===== config.mk =====
export PLATFORM = sky130hd
export DESIGN_NAME = vga_pattern_gen
export DESIGN_NICKNAME = d
export VERILOG_FILES = /design/src/rtl/vga_pattern_gen.sv
export SDC_FILE = /design/constraint.sdc
export NUM_CORES = 1
export LEC_CHECK = 0
export ABC_AREA = 1
export BUFFER_PORTS_ARGS = -buffer_cell sky130_fd_sc_hd__buf_2
export CAP_MARGIN = 25
export CORE_ASPECT_RATIO = 1.25
export CORE_MARGIN = 8
export CORE_UTILIZATION = 30
export CTS_CLUSTER_DIAMETER = 30
export DETAILED_ROUTE_END_ITERATION = 10
export PLACE_DENSITY = 0.54
export SLEW_MARGIN = 30
export SYNTH_ARGS = -nofsm -noshare
export SYNTH_HDL_FRONTEND = slang
export SYNTH_SLANG_ARGS = --single-unit

===== constraint.sdc =====
create_clock -name clock -period 5 [get_ports clock]
set_clock_uncertainty 0.05 [all_clocks]
set_input_delay 0.25 -clock clock [delete_from_list [all_inputs] [get_ports clock]]
set_output_delay 0.25 -clock clock [all_outputs]
set_load 0.01 [all_outputs]

===== src/rtl/vga_pattern_gen.sv =====
// vga_pattern_gen: parametrised VGA timing and test-pattern generator.
// All timing runs from the single pixel clock. Every output is registered,
// one clock behind the h/v counters, so all outputs stay mutually aligned.
// Pattern requests on the asynchronous sel input are synchronised and
// counted as pending, then applied only at a frame boundary.
// Optional feature macro: VGA_PAT_CHECKER_EN adds pattern 4 (checkerboard).
module vga_pattern_gen #(
    parameter int H_DISPLAY  = 640,
    parameter int H_FRONT    = 16,
    parameter int H_SYNC     = 96,
    parameter int H_BACK     = 48,
    parameter int V_DISPLAY  = 480,
    parameter int V_FRONT    = 10,
    parameter int V_SYNC     = 2,
    parameter int V_BACK     = 33,
    parameter int COLOR_W    = 2,
    parameter int SYNC_POL   = 0,
    parameter int CHECK_LOG2 = 3
) (
    input  logic               clock,
    input  logic               reset,
    input  logic               sel,
    output logic               hs,
    output logic               vs,
    output logic               blank_n,
    output logic [COLOR_W-1:0] r,
    output logic [COLOR_W-1:0] g,
    output logic [COLOR_W-1:0] b,
    output logic               frame_start,
    output logic [2:0]         pattern
);

    localparam int H_TOTAL = H_DISPLAY + H_FRONT + H_SYNC + H_BACK;
    localparam int V_TOTAL = V_DISPLAY + V_FRONT + V_SYNC + V_BACK;
    localparam int HW      = $clog2(H_TOTAL);
    localparam int VW      = $clog2(V_TOTAL);

    localparam logic [HW-1:0] H_LAST     = HW'(H_TOTAL - 1);
    localparam logic [HW-1:0] H_ACT_END  = HW'(H_DISPLAY);
    localparam logic [HW-1:0] H_SYNC_BEG = HW'(H_DISPLAY + H_FRONT);
    localparam logic [HW-1:0] H_SYNC_END = HW'(H_DISPLAY + H_FRONT + H_SYNC);
    localparam logic [VW-1:0] V_LAST     = VW'(V_TOTAL - 1);
    localparam logic [VW-1:0] V_ACT_END  = VW'(V_DISPLAY);
    localparam logic [VW-1:0] V_SYNC_BEG = VW'(V_DISPLAY + V_FRONT);
    localparam logic [VW-1:0] V_SYNC_END = VW'(V_DISPLAY + V_FRONT + V_SYNC);

    // Last position inside a gray band / colour bar (band width minus one).
    localparam logic [HW-1:0] GRAY_LAST = HW'(H_DISPLAY / (2 ** COLOR_W) - 1);
    localparam logic [HW-1:0] BAR_LAST  = HW'(H_DISPLAY / 8 - 1);

    localparam logic [COLOR_W-1:0] MAXV     = {COLOR_W{1'b1}};
    localparam logic               POL_HIGH = (SYNC_POL != 0);

`ifdef VGA_PAT_CHECKER_EN
    localparam logic [2:0] LAST_PAT = 3'd4;
`else
    localparam logic [2:0] LAST_PAT = 3'd3;
`endif

    logic [HW-1:0]      h_cnt;
    logic [VW-1:0]      v_cnt;
    logic               line_end;
    logic               frame_end;

    logic [HW-1:0]      gray_pos;
    logic [COLOR_W-1:0] gray_idx;
    logic [HW-1:0]      bar_pos;
    logic [2:0]         bar_idx;

    logic               sel_meta;
    logic               sel_sync;
    logic               sel_prev;
    logic [2:0]         arm;
    logic               sel_edge;
    logic [2:0]         pending;
    logic [2:0]         pending_nxt;
    logic [2:0]         pat_active;

    logic               active;
    logic               in_hs;
    logic               in_vs;
    logic [COLOR_W-1:0] pix_r;
    logic [COLOR_W-1:0] pix_g;
    logic [COLOR_W-1:0] pix_b;

    assign line_end  = (h_cnt == H_LAST);
    assign frame_end = line_end && (v_cnt == V_LAST);

    // Horizontal and vertical position counters, both on the pixel clock.
    always_ff @(posedge clock or posedge reset) begin
        if (reset) begin
            h_cnt <= '0;
            v_cnt <= '0;
        end else if (line_end) begin
            h_cnt <= '0;
            v_cnt <= (v_cnt == V_LAST) ? '0 : v_cnt + 1'b1;
        end else begin
            h_cnt <= h_cnt + 1'b1;
        end
    end

    // Band trackers: follow h_cnt so band index never needs a divider.
    // They restart together with h_cnt; values past the active region are
    // don't-care because colour is forced to zero there.
    always_ff @(posedge clock or posedge reset) begin
        if (reset) begin
            gray_pos <= '0;
            gray_idx <= '0;
            bar_pos  <= '0;
            bar_idx  <= '0;
        end else if (line_end) begin
            gray_pos <= '0;
            gray_idx <= '0;
            bar_pos  <= '0;
            bar_idx  <= '0;
        end else begin
            if (gray_pos == GRAY_LAST) begin
                gray_pos <= '0;
                gray_idx <= gray_idx + 1'b1;
            end else begin
                gray_pos <= gray_pos + 1'b1;
            end
            if (bar_pos == BAR_LAST) begin
                bar_pos <= '0;
                bar_idx <= bar_idx + 1'b1;
            end else begin
                bar_pos <= bar_pos + 1'b1;
            end
        end
    end

    // sel synchroniser and edge history. arm fills with ones after reset so
    // an edge is only counted once sel_prev holds a real sample of sel; a
    // level already high at reset release is therefore never counted.
    always_ff @(posedge clock or posedge reset) begin
        if (reset) begin
            sel_meta <= 1'b0;
            sel_sync <= 1'b0;
            sel_prev <= 1'b0;
            arm      <= '0;
        end else begin
            sel_meta <= sel;
            sel_sync <= sel_meta;
            sel_prev <= sel_sync;
            arm      <= {arm[1:0], 1'b1};
        end
    end

    assign sel_edge = arm[2] & sel_sync & ~sel_prev;

    // Next pending index: advance on each detected edge, wrap after the last.
    always_comb begin
        pending_nxt = pending;
        if (sel_edge) begin
            pending_nxt = (pending == LAST_PAT) ? 3'd0 : pending + 3'd1;
        end
    end

    // Pending index register; the active pattern loads only at frame end,
    // including an edge detected on that same cycle.
    always_ff @(posedge clock or posedge reset) begin
        if (reset) begin
            pending    <= '0;
            pat_active <= '0;
        end else begin
            pending <= pending_nxt;
            if (frame_end) begin
                pat_active <= pending_nxt;
            end
        end
    end

    // Pixel colour and sync decode from the current counter state.
    always_comb begin
        active = (h_cnt < H_ACT_END) && (v_cnt < V_ACT_END);
        in_hs  = (h_cnt >= H_SYNC_BEG) && (h_cnt < H_SYNC_END);
        in_vs  = (v_cnt >= V_SYNC_BEG) && (v_cnt < V_SYNC_END);
        pix_r  = '0;
        pix_g  = '0;
        pix_b  = '0;
        case (pat_active)
            3'd0: begin
                pix_r = gray_idx;
                pix_g = gray_idx;
                pix_b = gray_idx;
            end
            3'd1: begin
                pix_r = MAXV;
            end
            3'd2: begin
                pix_r = MAXV;
                pix_g = MAXV;
                pix_b = MAXV;
            end
            3'd3: begin
                // white, yellow, cyan, green, magenta, red, blue, black
                pix_r = bar_idx[1] ? '0 : MAXV;
                pix_g = bar_idx[2] ? '0 : MAXV;
                pix_b = bar_idx[0] ? '0 : MAXV;
            end
`ifdef VGA_PAT_CHECKER_EN
            3'd4: begin
                if (h_cnt[CHECK_LOG2] ^ v_cnt[CHECK_LOG2]) begin
                    pix_r = MAXV;
                    pix_g = MAXV;
                    pix_b = MAXV;
                end
            end
`endif
            default: begin
                pix_r = '0;
                pix_g = '0;
                pix_b = '0;
            end
        endcase
    end

    // Output registers: one clock after counter state, all aligned.
    always_ff @(posedge clock or posedge reset) begin
        if (reset) begin
            hs          <= ~POL_HIGH;
            vs          <= ~POL_HIGH;
            blank_n     <= 1'b0;
            r           <= '0;
            g           <= '0;
            b           <= '0;
            frame_start <= 1'b0;
            pattern     <= '0;
        end else begin
            hs          <= POL_HIGH ? in_hs : ~in_hs;
            vs          <= POL_HIGH ? in_vs : ~in_vs;
            blank_n     <= active;
            r           <= active ? pix_r : '0;
            g           <= active ? pix_g : '0;
            b           <= active ? pix_b : '0;
            frame_start <= (h_cnt == '0) && (v_cnt == '0);
            pattern     <= pat_active;
        end
    end

endmodule

# After elaboration in Yosys (flattened, before gate mapping)
# Index checks and enable logic that the tools add are counted.
# word_totals
register_bits	70
input_bits	3
output_inout_bits	13
elab_cells	78
# op_classes
n_addsub	7
magnitude_cmp	6
eq_ne	8
mux	21
bitwise_logic	5
n_reduce_logical	11
# ops
operator	count
2-to-1 mux 10 bit	6
adder 10 x 1 -> 10 bit (second input constant)	4
equality test 10 bit (second input constant)	2
logical NOT 10 bit	2
less-than comparator 10 bit (second input constant)	2
less-than comparator 10 x 9 -> 1 bit (second input constant)	2
one-hot mux 2 bit (3 select lines)	3
2-to-1 mux 2 bit	8
2-to-1 mux 3 bit	4
equality test 10 x 7 -> 1 bit (second input constant)	1
equality test 10 x 8 -> 1 bit (second input constant)	1
>= comparator 10 bit (second input constant)	1
>= comparator 10 x 9 -> 1 bit (second input constant)	1
equality test 3 x 2 -> 1 bit (second input constant)	3
adder 3 x 1 -> 3 bit (second input constant)	2
logical AND 1 bit	5
nonzero test 2 bit	2
equality test 3 x 1 -> 1 bit (second input constant)	1
logical NOT 3 bit	1
inverter 1 bit	3
adder 2 x 1 -> 2 bit (second input constant)	1
AND 1 bit	2
OR reduction 2 bit	1

# Longest topological paths before layout
# Gate-level depths: netlist of the first run.
# logic_depth
word_depth	4
depth_mapped	8

# Least setup slack after synthesis of the first run
# OpenSTA, ideal clock, no wires.
# synth_path
path_kind	reg2reg
from	register h_cnt[0]
to	register bar_pos[4]
setup_time_ns	0.125
arrival_time_ns	1.232
setup_slack_ns	3.593
stages_incl_launch_ff	8
path_buffers	1
path_cell_list	dfrtp_1 -> ha_1 -> nand2_2 -> nor2_8 -> nand4_4 -> buf_6 -> o211ai_1 -> nor2_1
# synth_via
elab_chain_cells	2
# synth_lines
item	line	source
start: declaration	60	logic [HW-1:0] h_cnt;
start signal: assignment	98	h_cnt <= h_cnt + 1'b1;
equality test 10 bit	86	assign line_end = (h_cnt == H_LAST);
2-to-1 mux 10 bit	111	end else if (line_end) begin
end signal: assignment	127	bar_pos <= bar_pos + 1'b1;
end: declaration	67	logic [HW-1:0] bar_pos;
# Every way passes these cells.
# A chain may end at the register's enable or synchronous reset.

# Final worst setup path of the first run
# layout_path
from	register h_cnt[0]
to	register v_cnt[5]
# layout_via
elab_chain_cells	1
# layout_lines
item	line	source
equality test 10 bit	86	
end signal: assignment	96	v_cnt <= (v_cnt == V_LAST) ? '0 : v_cnt + 1'b1;
end: declaration	61	logic [VW-1:0] v_cnt;
# Every way passes these cells.

==> impl_metrics.yaml, run 1 <==
run_status:
  run_status: "finished clean"
clocking:
  cts_tree: "done"
  cts-buffers-inserted: 9
  worstSkewPairLatency_ns: 0.32
  ctsRootBufferMaster: "sky130_fd_sc_hd__clkbuf_16"
  cts_sinks: 70
  max-clock-path-buffers: 2
  post_cts_resized: 0
  clk_transition_reported_paths_ns: 0.06
  clock_tree.htree_level_count: 3
yosys:
  synthDistinctLibCells: 33
  syn-instance-count: 367
  seq_area_frac_synth: 0.535
  postSynth.topFlopCell: "sky130_fd_sc_hd__dfrtp_1"
  async_flop_share: 1.00
  synth_edf_count: 0
  synthesized_nets: 378
  synthesis.area_per_instance_um2: 8.94
  synthesis.yosys.warnings: 0
  ys_seq_elements: 70
  netlist_area_before_placement_mm2: 0.00328
finish:
  fill_cells: 1111
  fraction_of_final_layout_cells_sized_beyond_drive_strength_1: 0.123
  flow.area_growth_from_synthesis_pct: 16.6
  post-route-util: 0.360
  diodes: 0
  multi_input_logic_area_mm2: 0.00130
  final_area_mm2: 0.00382
  final_cell_mix: "sky130_fd_sc_hd__dfrtp_1, sky130_fd_sc_hd__nand2_1, sky130_fd_sc_hd__nor2_1"
  final_common_cell: "sky130_fd_sc_hd__dfrtp_1"
  ff_latch_area_mm2: 0.00175
  layout.nets: 403
routing:
  drt_first_pass_iters: 5
  route.detailed.wl_per_inst_um: 11.5
  drc: 0
  drt-initial-drc-count: 129
  antenna_viol_nets_final: 0
  drt-total-wl_um: 6110
  vias: 2434
  route.detailed.vias_per_inst: 4.60
die:
  design.portCount: 16
  fp.coreArea_mm2: 0.0106
  die_y_um: 133
  initial_core_util: 0.309
  die_x_um: 110
  rows: 42
  die-area_mm2: 0.0146
placed_design:
  detailed_place_hpwl_um: 4310
  placedInstanceArea_mm2: 0.00349
  numPortBuffers: 15
  dp_slack_ns: 3.23
  final_weighted_congestion_in_routability_driven_placement: 0.801
min_path:
  worst_hold_startpoint: "arm[0]"
  min_path_type: "register to register"
global_route:
  grt_start_max_net_pins: 52
  globalRouteOverflowTotal: 0
  grt_antenna_before_repair: 0
  global_route_wire_length_before_repair_um: 11000
  first_global_vias: 2428
  grtUsageTotal: 0.0941
power:
  static-leakage-power_nw: 1.90
  fin_total_pwr_mw: 1.26
  irDropWorstVdd_mv: 0.134
  power_density_cells_mw_per_mm2: 329
setup_path:
  cp.arrival_ns: 1.90
  cpMostUsedCell: "sky130_fd_sc_hd__nor2_8"
  crit_slowest_cell: "sky130_fd_sc_hd__dfrtp_1"
  critical_path.cell_chain: "ha_1, nand2_2, nor2_8, nand2_4, nor2_8, nand3_1, xnor2_1"
  critical_path.startpoint: "h_cnt[0]"
  timing.critical_path.required_ns: 5.16
  timing.critical_path.buf_inv: 0
  critPathTopFamily: "simple AND/OR/NAND/NOR gates"
  critPathMaxFanout: 33
  largest_incremental_delay_on_the_critical_path_ns: 0.40
  crit_path_end_kind: "register"
  worstReg2RegStart: "h_cnt[0]"
  critPathKind: "register to register"
  crit_path_start_kind: "register"
timing:
  setup_tns_ns: 0
  timing.fmax_ghz: 0.573
  timing.final.setup_violations: 0
  layout_min_cycle_time_ns: 1.75
  worst_pin_slew_ns: 0.634
  worst_slew_margin_rel: 0.578
  report.final.slew_viol_count: 0
  final.period_utilization: 0.349
  final_critical_path_setup_slack_ns: 3.25
  report.final.hold_viol_count: 0
  unrepaired_setup_endpoints_after_global_routing: "no"
run:
  number_of_max_cap_violations: 0
[path summary, 6_finish.rpt]
check,end,cells after the start,slack [ns]
setup / recovery,v_cnt[5],7,3.25
hold / removal,arm[1],0,0.30
setup reg to reg,v_cnt[5],7,3.25
hold reg to reg,arm[1],0,0.30
max in group asynchronous,h_cnt[1],4,3.51
min in group asynchronous,sel_sync,3,0.41
[kinds of logic (layout without fill, tap and decap cells)]
logic type / after synthesis / in the layout / share of synthesized area
and+or+nand+nor: 183 / 183 / 0.267
DFF: 70 / 70 / 0.535
buffers and inverters: 54 / 84 / 0.0679
AOI/OAI and AO/OA: 37 / 37 / 0.0610
xor gates and xnor gates: 14 / 14 / 0.0374
adders and majority gates: 8 / 8 / 0.0305
other: 1 / 1 / 0.00114
[where the power goes]
group / switching (mW) / internal [mW] / total (mW)
Combinational: 0.0213 / 0.00889 / 0.0302
Clock: 0.237 / 0.412 / 0.649
Sequential: 0.00458 / 0.576 / 0.581
[worst reg2reg max path, delay by kind of cell (launching register included)]
kind	cells	cell delay [ns]
fa+ha+maj	1	0.22
xor+xnor	1	0.15
simple gates	5	0.82
flops	1	0.40
[area by class of cell]
type,count,area share
clock inverters,5,0.0151
well taps,132,0.0432
clock buffers,11,0.0661
multi-input cells,243,0.341
inverters,50,0.0491
flip-flops and latches,70,0.459
repair buffers,18,0.0268
[timing repair]
item,4_1_cts,5_1_grt
hold buffers,2,0
hold endpoints to repair,19,0
setup buffers,0,0
[flip-flops by register name (all words and copies together), names as in the netlist, 2 cells and up]
| name | flops |
|---|---|
| pattern | 3 |
| v_cnt | 10 |
| h_cnt | 10 |
| bar_idx | 3 |
| arm | 3 |
| b | 2 |
| pat_active | 3 |
| bar_pos | 10 |
| r | 2 |
| pending | 3 |
| gray_pos | 10 |
| gray_idx | 2 |
| g | 2 |
[metal layers]
metal | GRT usage | vias up | wire length [um] | share of wire
met5 | 0 | - | 0 | 0
met1 | 0.111 | 1155 | 2740 | 0.45
met2 | 0.153 | 31 | 3060 | 0.50
li1 | - | 1241 | - | -
met4 | 0.0519 | 0 | 98 | 0.016
met3 | 0.0204 | 7 | 209 | 0.034
[synthesized netlist by cell type, types with 2 or more instances]
master                      n  area [um2]
sky130_fd_sc_hd__dfrtp_1   68        1700
sky130_fd_sc_hd__nand2_1   64         240
sky130_fd_sc_hd__nor2_1    50         188
sky130_fd_sc_hd__inv_1     49         184
sky130_fd_sc_hd__nand3_1   25         125
sky130_fd_sc_hd__o21ai_0   18        90.1
sky130_fd_sc_hd__nand4_1   14        87.6
sky130_fd_sc_hd__nor3_1    13        65.1
sky130_fd_sc_hd__a21oi_1   12        60.1
sky130_fd_sc_hd__xor2_1    11        96.3
sky130_fd_sc_hd__ha_1       8         100
sky130_fd_sc_hd__nor3b_1    4        30.0
sky130_fd_sc_hd__nand2_2    3        18.8
sky130_fd_sc_hd__xnor2_1    3        26.3
sky130_fd_sc_hd__a31oi_1    2        12.5
sky130_fd_sc_hd__buf_6      2        22.5
sky130_fd_sc_hd__dfstp_2    2        52.6
sky130_fd_sc_hd__nor2_2     2        12.5
sky130_fd_sc_hd__nor2_8     2        40.0
sky130_fd_sc_hd__o211ai_1   2        15.0
[per-stage QoR]
stage | std cells | hold WS (ns)
floorplan | 367 | 0.231
global placement | 511 | 0.223
detailed placement | 511 | 0.229
CTS | 529 | 0.301
global route | 529 | 0.302
finish | 529 | 0.297
Note: power is estimated with default switching activity, not from simulation.
==> inputs of run 2 (changes only) <==
Clock period 5 ns to 1.7 ns, I/O delays scaled along.
==> run 2 against run 1 <==
Compared with the run above:
- utilization up 0.88 points
- worst setup slack got worse by 3.2 ns
- count of clock-buffer cells in the layout up 4
- sequential share of layout area is 1.1 points lower
- fmax rose by 7.5%
- cell count is 2.6% higher
- combinational power grew to 3.0 times the previous value
- die area did not move
- critical path depth rose by 1
- critical endpoint is now bar_pos[8]
- largest cell class unchanged
- highest routed layer unchanged
==> impl_metrics.yaml, run 2 (synthesized netlist as in run 1, its figures left out) <==
finish:
  final_common_cell: "sky130_fd_sc_hd__dfrtp_1"
  ff_latch_area_mm2: 0.00175
  layout.nets: 417
  multi_input_logic_area_mm2: 0.00132
  diodes: 0
  post-route-util: 0.369
  fill_cells: 1105
  final_cell_mix: "sky130_fd_sc_hd__dfrtp_1, sky130_fd_sc_hd__nand2_1, sky130_fd_sc_hd__nor2_1"
  filler_free_cell_count_of_the_finished_design: 543
  fraction_of_final_layout_cells_sized_beyond_drive_strength_1: 0.146
  flow.area_growth_from_synthesis_pct: 19.4
global_route:
  grt_start_max_net_pins: 52
  global_route_wire_length_before_repair_um: 10700
  first_global_vias: 2438
  globalRouteOverflowTotal: 0
  grtUsageTotal: 0.0938
  grt_antenna_before_repair: 0
power:
  power_report.internal_total_mw: 2.79
  combPwrFrac: 0.026
  power_density_cells_mw_per_mm2: 892
  seq_power_share: 0.489
  share_of_power_burned_in_the_clock_network: 0.485
  static-leakage-power_nw: 1.95
  irDropWorstVdd_mv: 0.422
  power_switching_share: 0.202
  power_switching_uw: 705
clocking:
  max-clock-path-buffers: 2
  clock_tree.htree_level_count: 3
  cts-buffers-inserted: 9
  cts_tree: "done"
  cts_sinks: 70
  ctsRootBufferMaster: "sky130_fd_sc_hd__clkbuf_16"
  worstSkewPairLatency_ns: 0.33
  clk_transition_reported_paths_ns: 0.05
placed_design:
  dp_slack_ns: 0.0842
  detailed_place_hpwl_um: 4590
  numPortBuffers: 15
  post-place-cells: 516
  final_weighted_congestion_in_routability_driven_placement: 0.850
timing:
  worst_hold_slack_ns: 0.270
  final.period_utilization: 0.956
  timing.fmax_ghz: 0.616
  setup_tns_ns: 0
  final_critical_path_setup_slack_ns: 0.0753
  report.final.hold_viol_count: 0
  report.final.slew_viol_count: 0
  timing.final.setup_violations: 0
  layout_min_cycle_time_ns: 1.62
routing:
  drt_first_pass_iters: 4
  drc: 0
  route.detailed.wl_per_inst_um: 11.9
  drt-total-wl_um: 6480
  antenna_viol_nets_final: 0
  route.detailed.vias_per_inst: 4.65
  vias: 2523
  drt-initial-drc-count: 94
setup_path:
  critPathMaxFanout: 11
  cp.arrival_ns: 1.79
  crit_path_start_kind: "register"
  timing.critical_path.required_ns: 1.86
  crit_path_end_kind: "register"
  critPathKind: "register to register"
die:
  design.portCount: 16
  die-area_mm2: 0.0146
  die_x_um: 110
  rows: 42
  die_y_um: 133
  initial_core_util: 0.309
  fp.coreArea_mm2: 0.0106
min_path:
  min_path_type: "primary input to asynchronous set/reset pin"
run_status:
  run_status: "finished clean"
run:
  number_of_max_cap_violations: 0
==> run 2: area by class of cell <==
| cell class | count | share of cell area |
|---|---|---|
| sequential | 70 | 0.448 |
| multi-input combinational | 244 | 0.337 |
| clock buffer | 15 | 0.0683 |
| timing repair buffer | 31 | 0.0543 |
| inverter | 50 | 0.0489 |
| tap | 132 | 0.0422 |
| clock inverter | 1 | 0.00128 |
==> run 2: timing repair <==
item,in CTS,in global routing
setup buffers,0,8
hold buffers,2,0
gates resized for setup,0,2
hold endpoints to repair,20,0
endpoints found under the setup margin,0,9
==> run 2: layer usage <==
metal | up-vias | routed length [um] | track usage | share of wire
li1 | 1270 | - | - | -
met1 | 1193 | 2730 | 0.0993 | 0.42
met2 | 43 | 3260 | 0.156 | 0.50
met3 | 17 | 275 | 0.0267 | 0.042
met4 | 0 | 217 | 0.0625 | 0.033
met5 | - | 0 | 0 | 0
==> run 2: power groups by stage <==
| stage | registers, mW | clock network, mW | logic [mW] |
|---|---|---|---|
| after floorplan | 1.74 | 0 | 0.0645 |
| after global placement | 1.74 | 0 | 0.0907 |
| after detailed placement | 1.74 | 0 | 0.0927 |
| after CTS | 1.71 | 1.76 | 0.0962 |
| after global routing | 1.71 | 1.83 | 0.112 |
| final | 1.71 | 1.69 | 0.0912 |
==> run 2: path summary, 6_finish.rpt <==
path	end	depth (start not counted)	slack [ns]	start
hold reg to reg	sel_sync	0	0.30	sel_meta
setup reg to reg	bar_pos[8]	8	0.08	h_cnt[1]
min in group clock	sel_sync	0	0.30	sel_meta
hold / removal	pat_active[2]	3	0.27	reset
setup / recovery	bar_pos[8]	8	0.08	h_cnt[1]
max in group asynchronous	hs	4	0.68	reset
==> run 2: critical path: stages (launching register included) <==
cell                      delay [ns]
sky130_fd_sc_hd__dfrtp_1        0.37
sky130_fd_sc_hd__ha_1           0.22
sky130_fd_sc_hd__nand2_2        0.11
sky130_fd_sc_hd__nor2_8         0.16
sky130_fd_sc_hd__nand2_4        0.08
sky130_fd_sc_hd__nor2_8         0.20
sky130_fd_sc_hd__buf_4          0.13
sky130_fd_sc_hd__buf_4          0.12
sky130_fd_sc_hd__nor3_1         0.06
==> run 2: through the flow <==
stage	cell area (um2)	total power [mW]
5_1_grt	3920	3.65
4_1_cts	3840	3.56
6_report	3920	3.50
3_5_place_dp	3550	1.83
3_3_place_gp	3550	1.83
2_1_floorplan	3280	1.80
==> inputs of run 3 (changes only) <==
Settings changed: CORE_MARGIN 8 to 2.
==> run 3 against run 2 <==
Compared with the run above:
- die area shrank 19%
- sequential power is essentially flat
- sequential share of layout area about the same
- global-route usage is 2.6 points higher
- fmax grew 1.9%
- critical path depth is the same
- utilization is essentially flat
==> impl_metrics.yaml, run 3 (synthesized netlist as in run 1, its figures left out) <==
setup_path:
  crit_slowest_cell: "sky130_fd_sc_hd__dfrtp_1"
  timing.critical_path.required_ns: 1.90
  timing.critical_path.buf_inv: 1
  rrSetupSlack_ns: 0.11
  critPathMaxFanout: 16
  critPathKind: "register to register"
  crit_path_start_kind: "register"
  crit_path_end_kind: "register"
  critical_path.cell_chain: "ha_1, nand2_2, nor2_8, nand2_4, nor2_8, buf_4, nand3_1, o21ai_0"
  cpMostUsedCell: "sky130_fd_sc_hd__nor2_8"
  critPathTopFamily: "simple AND/OR/NAND/NOR gates"
  largest_incremental_delay_on_the_critical_path_ns: 0.36
  cp.arrival_ns: 1.79
finish:
  fraction_of_final_layout_cells_sized_beyond_drive_strength_1: 0.143
  post-route-util: 0.369
  final_area_mm2: 0.00391
  final_common_cell: "sky130_fd_sc_hd__dfrtp_1"
  final_cell_mix: "sky130_fd_sc_hd__dfrtp_1, sky130_fd_sc_hd__nand2_1, sky130_fd_sc_hd__nor2_1"
  layout.nets: 412
  flow.area_growth_from_synthesis_pct: 19.3
  diodes: 0
  filler_free_cell_count_of_the_finished_design: 538
timing:
  final.period_utilization: 0.938
  report.final.slew_viol_count: 0
  timing.fmax_ghz: 0.627
  timing.final.setup_violations: 0
  report.final.hold_viol_count: 0
  worst_hold_slack_ns: 0.235
  layout_min_cycle_time_ns: 1.59
power:
  fin_total_pwr_mw: 3.67
  power_density_cells_mw_per_mm2: 936
  static-leakage-power_nw: 1.95
  irDropWorstVdd_mv: 0.413
die:
  die-area_mm2: 0.0118
  fp.coreArea_mm2: 0.0106
  die_x_um: 97.5
  die_y_um: 121
  initial_core_util: 0.309
  rows: 42
  design.portCount: 16
clocking:
  max-clock-path-buffers: 2
  clock_tree.htree_level_count: 3
  cts-buffers-inserted: 9
  cts_tree: "done"
  cts_sinks: 70
  clk_transition_reported_paths_ns: 0.05
  ctsRootBufferMaster: "sky130_fd_sc_hd__clkbuf_16"
  worstSkewPairLatency_ns: 0.33
routing:
  drc: 0
  antenna_viol_nets_final: 0
  drt-initial-drc-count: 77
  route.detailed.wl_per_inst_um: 11.4
  drt-total-wl_um: 6160
  vias: 2489
  drt_first_pass_iters: 6
  route.detailed.vias_per_inst: 4.63
placed_design:
  final_weighted_congestion_in_routability_driven_placement: 0.843
  placedInstanceArea_mm2: 0.00357
  detailed_place_hpwl_um: 4450
  numPortBuffers: 15
  post-place-cells: 519
global_route:
  global_route_wire_length_before_repair_um: 11200
  grt_antenna_before_repair: 0
  grtUsageTotal: 0.120
  first_global_vias: 2496
  globalRouteOverflowTotal: 0
  grt_start_max_net_pins: 57
run:
  number_of_max_cap_violations: 0
run_status:
  run_status: "finished clean"
min_path:
  min_path_type: "primary input to asynchronous set/reset pin"
## run 3: cell types whose count changed in the layout (fill, tap and decap cells not counted)
| cell | before | now |
|---|---|---|
| sky130_fd_sc_hd__nand4_2 | 1 | 0 |
| sky130_fd_sc_hd__clkbuf_1 | 4 | 1 |
| sky130_fd_sc_hd__buf_4 | 13 | 9 |
| sky130_fd_sc_hd__nand3_2 | 1 | 0 |
| sky130_fd_sc_hd__inv_2 | 2 | 1 |
| sky130_fd_sc_hd__inv_1 | 47 | 48 |
| sky130_fd_sc_hd__nor2_1 | 50 | 49 |
| sky130_fd_sc_hd__nor2_2 | 2 | 3 |
| sky130_fd_sc_hd__bufinv_16 | 0 | 1 |
| sky130_fd_sc_hd__nand3_4 | 0 | 1 |
| sky130_fd_sc_hd__clkinv_2 | 1 | 3 |
## run 3: what timing repair did
action / CTS / global route
hold buffers: 2 / 0
endpoints found under the hold margin: 15 / 0
resized for setup: 0 / 3
buffers inserted: 0 / 1
endpoints found under the setup margin: 0 / 10
## run 3: worst register-to-register path: stages, from the launching register on
cell and delay [ns]:
sky130_fd_sc_hd__dfrtp_1 0.36, sky130_fd_sc_hd__ha_1 0.20, sky130_fd_sc_hd__nand2_2 0.11, sky130_fd_sc_hd__nor2_8 0.13
sky130_fd_sc_hd__nand2_4 0.08, sky130_fd_sc_hd__nor2_8 0.21, sky130_fd_sc_hd__buf_4 0.20, sky130_fd_sc_hd__nand3_1 0.08
sky130_fd_sc_hd__o21ai_0 0.09
## run 3: final timing paths
path,start,cells after the start,end
max,h_cnt[1],8,v_cnt[0]
min,reset,3,arm[0]
max reg2reg,h_cnt[1],8,v_cnt[0]
min reg2reg,sel_meta,0,sel_sync
max in group asynchronous,reset,4,hs
min in group clock,sel_meta,0,sel_sync
## run 3: layer usage
metal  up-vias  GRT usage  share of wire
met4         0     0.0694          0.026
met1      1193      0.139           0.45
met2        33      0.201           0.50
met3        10     0.0317          0.031
li1       1253          -              -
met5         -          0              0
## run 3: final cells by class
cell class                 instances  area, um2
clock buffer                      12        256
clock inverter                     4       45.0
fill                            1105       6700
inverter                          50        191
multi-input combinational        243       1320
sequential                        70       1750
tap                              132        165
timing repair buffer              27        183
## run 3: power by group
part / switching, mW / internal, mW / total (mW)
combinational: 0.0620 / 0.0294 / 0.0914
clock: 0.657 / 1.21 / 1.86
sequential: 0.0150 / 1.70 / 1.71
## run 3: through the flow
step / TNS, ns / setup WS [ns]
finish: 0 / 0.105
floorplan: 0 / 0.293
global placement: 0 / 0.172
detailed placement: 0 / 0.104
global route: -0.000655 / -0.000655
CTS: 0 / 0.0913
